`config.mk`:
```
export PLATFORM = sky130hd
export DESIGN_NAME = sub_bytes_folded
export DESIGN_NICKNAME = d
export VERILOG_FILES = /design/src/rtl/aes_pkg.sv /design/src/rtl/aes_sbox_byte.sv /design/src/rtl/sub_bytes_folded.sv
export SDC_FILE = /design/constraint.sdc
export NUM_CORES = 2
export LEC_CHECK = 0
export BUFFER_PORTS_ARGS = -buffer_cell sky130_fd_sc_hd__buf_2
export CAP_MARGIN = 0
export CORE_ASPECT_RATIO = 0.8
export CORE_MARGIN = 4
export CORE_UTILIZATION = 35
export CTS_CLUSTER_DIAMETER = 150
export DETAILED_ROUTE_END_ITERATION = 12
export PLACE_DENSITY = 0.56
export SETUP_SLACK_MARGIN = 0.1
export SLEW_MARGIN = 0
export SYNTH_ARGS = -nofsm -noshare
export SYNTH_HDL_FRONTEND = slang
export SYNTH_SLANG_ARGS = --single-unit
```
`constraint.sdc`:
```
create_clock -name clk -period 19.5 [get_ports clk]
set_clock_uncertainty 0.2 [all_clocks]
set_input_delay 5.85 -clock clk [delete_from_list [all_inputs] [get_ports clk]]
set_output_delay 5.85 -clock clk [all_outputs]
set_load 0.05 [all_outputs]
```
`src/rtl/aes_pkg.sv`:
```
// Shared AES definitions: state/byte widths, SubBytes engine FSM states and the
// GF(2^8) arithmetic that generates the forward and inverse S-box values.
package aes_pkg;

    localparam int unsigned STATE_W = 128;
    localparam int unsigned BYTE_W  = 8;
    localparam int unsigned NBYTES  = STATE_W / BYTE_W;

    typedef enum logic [1:0] {
        IDLE = 2'd0,
        BUSY = 2'd1,
        DONE = 2'd2
    } aes_state_e;

    // Multiply by x modulo the AES polynomial x^8 + x^4 + x^3 + x + 1.
    function automatic logic [BYTE_W-1:0] gf_xtime(input logic [BYTE_W-1:0] a);
        return {a[6:0], 1'b0} ^ (a[7] ? 8'h1b : 8'h00);
    endfunction

    function automatic logic [BYTE_W-1:0] gf_mul(input logic [BYTE_W-1:0] a,
                                                 input logic [BYTE_W-1:0] b);
        logic [BYTE_W-1:0] aa;
        logic [BYTE_W-1:0] bb;
        logic [BYTE_W-1:0] p;
        aa = a;
        bb = b;
        p  = '0;
        for (int i = 0; i < 8; i++) begin
            if (bb[0]) p ^= aa;
            aa = gf_xtime(aa);
            bb = bb >> 1;
        end
        return p;
    endfunction

    // a^254 is the multiplicative inverse, and maps 0 to 0 as AES requires.
    function automatic logic [BYTE_W-1:0] gf_inv(input logic [BYTE_W-1:0] a);
        logic [BYTE_W-1:0] sq;
        logic [BYTE_W-1:0] r;
        sq = a;
        r  = 8'h01;
        for (int i = 0; i < 7; i++) begin
            sq = gf_mul(sq, sq);
            r  = gf_mul(r, sq);
        end
        return r;
    endfunction

    function automatic logic [BYTE_W-1:0] sbox_fwd(input logic [BYTE_W-1:0] x);
        logic [BYTE_W-1:0] b;
        b = gf_inv(x);
        return b ^ {b[6:0], b[7]} ^ {b[5:0], b[7:6]} ^ {b[4:0], b[7:5]}
                 ^ {b[3:0], b[7:4]} ^ 8'h63;
    endfunction

    function automatic logic [BYTE_W-1:0] sbox_inv(input logic [BYTE_W-1:0] y);
        logic [BYTE_W-1:0] s;
        s = {y[6:0], y[7]} ^ {y[4:0], y[7:5]} ^ {y[1:0], y[7:2]} ^ 8'h05;
        return gf_inv(s);
    endfunction

endpackage

```
`src/rtl/aes_sbox_byte.sv`:
```
// Single-byte AES S-box lane. The inverse path exists only when
// SUB_BYTES_INV_EN is defined; otherwise i_inv is ignored.
module aes_sbox_byte
    import aes_pkg::*;
(
    input  logic [BYTE_W-1:0] i_byte,
    input  logic              i_inv,
    output logic [BYTE_W-1:0] o_byte_c
);

`ifdef SUB_BYTES_INV_EN
    assign o_byte_c = i_inv ? sbox_inv(i_byte) : sbox_fwd(i_byte);
`else
    logic w_unused_inv;
    assign w_unused_inv = i_inv;
    assign o_byte_c     = sbox_fwd(i_byte);
`endif

endmodule

```
`src/rtl/sub_bytes_folded.sv`:
```
// Folded AES SubBytes engine: LANES S-boxes sweep the 16 state bytes in place
// over 16/LANES cycles. Define SUB_BYTES_INV_EN to build the inverse S-box.
module sub_bytes_folded
    import aes_pkg::*;
#(
    parameter int unsigned LANES = 4
)
(
    input  logic               clk,
    input  logic               rst_n,
    input  logic               in_valid,
    output logic               in_ready,
    input  logic [STATE_W-1:0] in_data,
    input  logic               in_inv,
    output logic               out_valid,
    input  logic               out_ready,
    output logic [STATE_W-1:0] out_data,
    output logic               busy
);

    localparam int unsigned NCHUNK = NBYTES / LANES;
    localparam int unsigned CNT_W  = (NCHUNK > 1) ? $clog2(NCHUNK) : 1;
    localparam int unsigned LANE_W = (LANES > 1) ? $clog2(LANES) : 1;
    localparam int unsigned IDX_W  = $clog2(STATE_W);
    localparam logic [CNT_W-1:0] CNT_LAST = CNT_W'(NCHUNK - 1);

    if (!(LANES == 1 || LANES == 2 || LANES == 4 || LANES == 8 || LANES == 16)) begin : g_bad_lanes
        $error("sub_bytes_folded: LANES must be 1, 2, 4, 8 or 16");
    end

    aes_state_e         r_state, w_state_nxt;
    logic [STATE_W-1:0] r_work, w_work_nxt, w_work_upd;
    logic [CNT_W-1:0]   r_cnt, w_cnt_nxt;
    logic               r_out_valid, w_out_valid_nxt;
    logic               w_mode;
    logic               w_accept;
    logic [LANES-1:0][BYTE_W-1:0] w_lane_in;
    logic [LANES-1:0][BYTE_W-1:0] w_lane_out;

`ifdef SUB_BYTES_INV_EN
    logic r_inv, w_inv_nxt;
    assign w_mode = r_inv;
`else
    logic w_unused_inv;
    assign w_unused_inv = in_inv;
    assign w_mode       = 1'b0;
`endif

    // MSB position of the byte handled by lane l while the counter is c.
    function automatic logic [IDX_W-1:0] lane_msb(input logic [CNT_W-1:0] c,
                                                  input int unsigned l);
        return IDX_W'(STATE_W - 1 - BYTE_W * (LANES * 32'(c) + l));
    endfunction

    assign in_ready  = (r_state == IDLE) || ((r_state == DONE) && out_ready);
    assign w_accept  = in_valid && in_ready;
    assign out_valid = r_out_valid;
    assign out_data  = r_work;
    assign busy      = (r_state == BUSY);

    for (genvar l = 0; l < LANES; l++) begin : g_lane
        aes_sbox_byte u_sbox (
            .i_byte   (w_lane_in[l]),
            .i_inv    (w_mode),
            .o_byte_c (w_lane_out[l])
        );
    end

    // Gather the current chunk into the lanes.
    always_comb begin
        w_lane_in = '0;
        for (int unsigned l = 0; l < LANES; l++) begin
            w_lane_in[LANE_W'(l)] = r_work[lane_msb(r_cnt, l) -: BYTE_W];
        end
    end

    // Scatter the substituted chunk back into its original byte positions.
    always_comb begin
        w_work_upd = r_work;
        for (int unsigned l = 0; l < LANES; l++) begin
            w_work_upd[lane_msb(r_cnt, l) -: BYTE_W] = w_lane_out[LANE_W'(l)];
        end
    end

    always_comb begin
        w_state_nxt     = r_state;
        w_work_nxt      = r_work;
        w_cnt_nxt       = r_cnt;
        w_out_valid_nxt = r_out_valid;
`ifdef SUB_BYTES_INV_EN
        w_inv_nxt       = r_inv;
`endif
        case (r_state)
            IDLE, DONE: begin
                if (w_accept) begin
                    w_state_nxt     = BUSY;
                    w_work_nxt      = in_data;
                    w_cnt_nxt       = '0;
                    w_out_valid_nxt = 1'b0;
`ifdef SUB_BYTES_INV_EN
                    w_inv_nxt       = in_inv;
`endif
                end else if (r_state == DONE && out_ready) begin
                    w_state_nxt     = IDLE;
                    w_out_valid_nxt = 1'b0;
                end
            end
            BUSY: begin
                w_work_nxt = w_work_upd;
                if (r_cnt == CNT_LAST) begin
                    w_state_nxt     = DONE;
                    w_out_valid_nxt = 1'b1;
                    w_cnt_nxt       = '0;
                end else begin
                    w_cnt_nxt = r_cnt + CNT_W'(1);
                end
            end
            default: begin
                w_state_nxt     = IDLE;
                w_out_valid_nxt = 1'b0;
            end
        endcase
    end

    always_ff @(posedge clk or negedge rst_n) begin
        if (!rst_n) begin
            r_state     <= IDLE;
            r_work      <= '0;
            r_cnt       <= '0;
            r_out_valid <= 1'b0;
`ifdef SUB_BYTES_INV_EN
            r_inv       <= 1'b0;
`endif
        end else begin
            r_state     <= w_state_nxt;
            r_work      <= w_work_nxt;
            r_cnt       <= w_cnt_nxt;
            r_out_valid <= w_out_valid_nxt;
`ifdef SUB_BYTES_INV_EN
            r_inv       <= w_inv_nxt;
`endif
        end
    end

endmodule

```
==> results by group <==
Run status
  – Status: completed

Clock tree
  – Max clock buf depth: 2
  – CTS tree: done
  – Root buf cell: clkbuf_16
  – Clock Latency Late Sink: 0.50 ns
  – CTS sink cnt: approximately 130
  – H-tree depth: 4
  – Reg clk slew, reported paths: 0.06 ns
  – Post-cts hold buffer count: 0
  – Total CTS buffers: 17

Logic synthesis
  – Post-synth EDFFs: 0
  – Syn Area/Cell: 7.350 um^2
  – Async set-reset flop share out of synthesis: 100.0%
  – Largest area contributor in the netlist: xnor2_1
  – Cells after Synth: approximately 8800
  – Area contributors post-synth: xnor2_1 22%, xnor3_1 9.8%, nor2_1 7.4%, xor2_1 6.1%, dfrtp_1 5.1%
  – Register area share after synthesis: 5.090%
  – Mapped Area: 64890 um^2
  – Area share of the largest cell type after synthesis: 22.26%
  – Library cells used by synthesis: roughly 120
  – #FFs+latches synth: roughly 130
  – Mapped Nets: about 9000
  – Yosys warnings: 0
  – Synth Flop Type: dfrtp_1

Placement
  – Post-detailed-placement half-perimeter wirelength: 170.8 mm
  – I/O Buffers: 262
  – Placer Congestion: 0.9330

Critical path
  – R2R Setup Slk: 1.06 ns
  – Most common cell on crit path: xnor3_1
  – Crit path buffers/inverters: 1
  – Critical Path Start: r_cnt[0]$_DFFE_PN0P_
  – WP depth: 52
  – R2R Path Start: r_cnt[0]$_DFFE_PN0P_
  – Crit start category: flip-flop
  – Max stage delay on crit path: ~0.8 ns
  – Slowest stage cell, crit path: a2111oi_1
  – Reg-to-reg endpoint: out_data[14]$_DFFE_PN0P_
  – Crit path capture: out_data[14]$_DFFE_PN0P_
  – Depth of the worst register-to-register path: between 50 and 60
  – Crit path max fanout: 17
  – Delay-heaviest family, CP: XOR/XNOR gates
  – Kind of critical path: reg2reg
  – Worst EP required: 19.71 ns
  – CP endpoint kind: flip-flop
  – Worst path arrival time: 18.66 ns

Timing
  – RSZ-0062 raised after global routing: yes
  – Max Fclk: 54.23 MHz
  – Final Hold Viols: 0
  – Slew headroom: between 10% and 20%
  – Tmin final: 18.44 ns
  – Max Transition Viols Final: 0
  – Setup-failing EPs final: 0
  – Fin crit share: 94.57%
  – Setup_tns: 0 ns
  – Actual slew at the worst max-slew pin: 1.298 ns

Detailed routing
  – Routed Wire Length: about 230 mm
  – Via/cell ratio: 5.762
  – Initial DRT Pass Iterations: 8
  – Routed Antenna Nets: 0
  – DR vias: 65790
  – Residual DRC: 0
  – Initial DRC Count: 7163
  – Wirelength per Cell: a little over 20 um

Global routing
  – Vias in the first global route: approximately 61000
  – Initial antenna violation count: 8
  – First-pass GRT wire length: about 360 mm
  – Largest net degree at the start of global routing: 95
  – Total gr overflow: 0
  – Global Route Usage Sum: about 23%

Final layout
  – Most frequent cells in the layout: 1564 x xnor2_1, 1273 x nor2_1, 856 x nand2_1, 509 x a21oi_1, 486 x buf_4
  – Finished Core Util: 38.97%
  – # nets final: roughly 9100
  – Share of cells above drive strength 1: 13.52%
  – Area grow syn2layout: 10.82%
  – Commonest non-fill, non-tap cell in the layout: xnor2_1
  – Filler Cell Count: approximately 19000
  – Area taken by multi-input logic gates: 59590 um^2
  – FF+latch area: 3311 um^2

Die
  – Ports: 264
  – CORE AREA: 184500 um^2
  – Die W: ~490 um
  – Initial Util: about a third
  – Full die area: roughly 190000 um^2
  – Row count: 141
  – Die Height: 393.1 um

Worst hold path
  – Hold WC Path Type: reg2reg

Job
  – Max Cap Viol: 0
registers in the layout (all words and copies together), names as in the netlist:
signal,cells
r_state,1
out_data,128
out_valid,1
r_cnt,2
metrics by stage:
step | area [um^2] | setup WS, ns | hold WS (ns) | std cells
after floorplan | 64890 | 1.542 | 0.2586 | 8829
after global placement | 70930 | 0.4210 | 0.3123 | 11370
after detailed placement | 70930 | 0.3866 | 0.3183 | 11370
after CTS | 71490 | 0.3331 | 0.3376 | 11400
after global routing | 71920 | 0.01130 | 0.3521 | 11420
final | 71920 | 1.059 | 0.3383 | 11420
layer usage:
metal | track usage, % | up-vias | wire length, um
li1 | - | 31220 | -
met1 | 33.38 | 31550 | 105600
met2 | 35.31 | 2720 | 101000
met3 | 1.749 | 301 | 16210
met4 | 8.060 | 0 | 8315
met5 | 0 | - | 0
worst min path at each step:
stage / cells after the start / end / startpoint
after floorplan: 1 / out_valid$_DFFE_PN0P_ / r_state[0]$_DFFE_PN0P_
after global placement: 1 / out_data[108]$_DFFE_PN0P_ / out_data[108]$_DFFE_PN0P_
after detailed placement: 1 / out_data[127]$_DFFE_PN0P_ / out_data[127]$_DFFE_PN0P_
after CTS: 1 / out_data[120]$_DFFE_PN0P_ / out_data[120]$_DFFE_PN0P_
after global routing: 1 / out_data[56]$_DFFE_PN0P_ / out_data[56]$_DFFE_PN0P_
final: 1 / out_data[56]$_DFFE_PN0P_ / out_data[56]$_DFFE_PN0P_
cells by family (layout without fill, tap and decap cells):
| logic type | count (synthesis) | after routing | synth area share [%] |
|---|---|---|---|
| compound gates | 1965 | 1965 | 19.97 |
| xor+xnor | 2556 | 2556 | 43.39 |
| fa+ha+maj | 33 | 33 | 0.6324 |
| buf+inv | 740 | 887 | 4.708 |
| flops | 132 | 132 | 5.090 |
| mux | 273 | 274 | 4.963 |
| other cells | 0 | 11 | 0 |
| simple gates | 3130 | 3130 | 21.25 |
cell usage after synthesis (all sizes together), types with 56 or more instances:
cell type	count
a21oi	517
buf	201
nor3	271
nand3	235
and2	62
xor2	480
and3	113
nand2b	56
o21ai	400
o211ai	64
xnor2	1743
a22oi	63
nand2	859
a31oi	90
dfrtp	132
a211oi	73
xnor3	293
nor2	1280
mux2i	192
a221o	73
inv	94
clkbuf	433
o22ai	187
cell type report:
| cell class | instances | area share [%] |
|---|---|---|
| diodes | 11 | 0.03827 |
| clock buffers | 17 | 0.5915 |
| clock inverters | 15 | 0.1931 |
| inverters | 106 | 0.5532 |
| multi-input cells | 7958 | 82.86 |
| flip-flops and latches | 132 | 4.603 |
| well taps | 2431 | 4.229 |
| repair buffers | 749 | 6.933 |
timing repair:
item | in CTS | in global routing
setup endpoints to repair | 0 | 128
buffers inserted | 0 | 4
gates resized for setup | 0 | 53
Power is not shown: default switching activity piles up to over one toggle a cycle in this logic, so the estimate is an artifact.
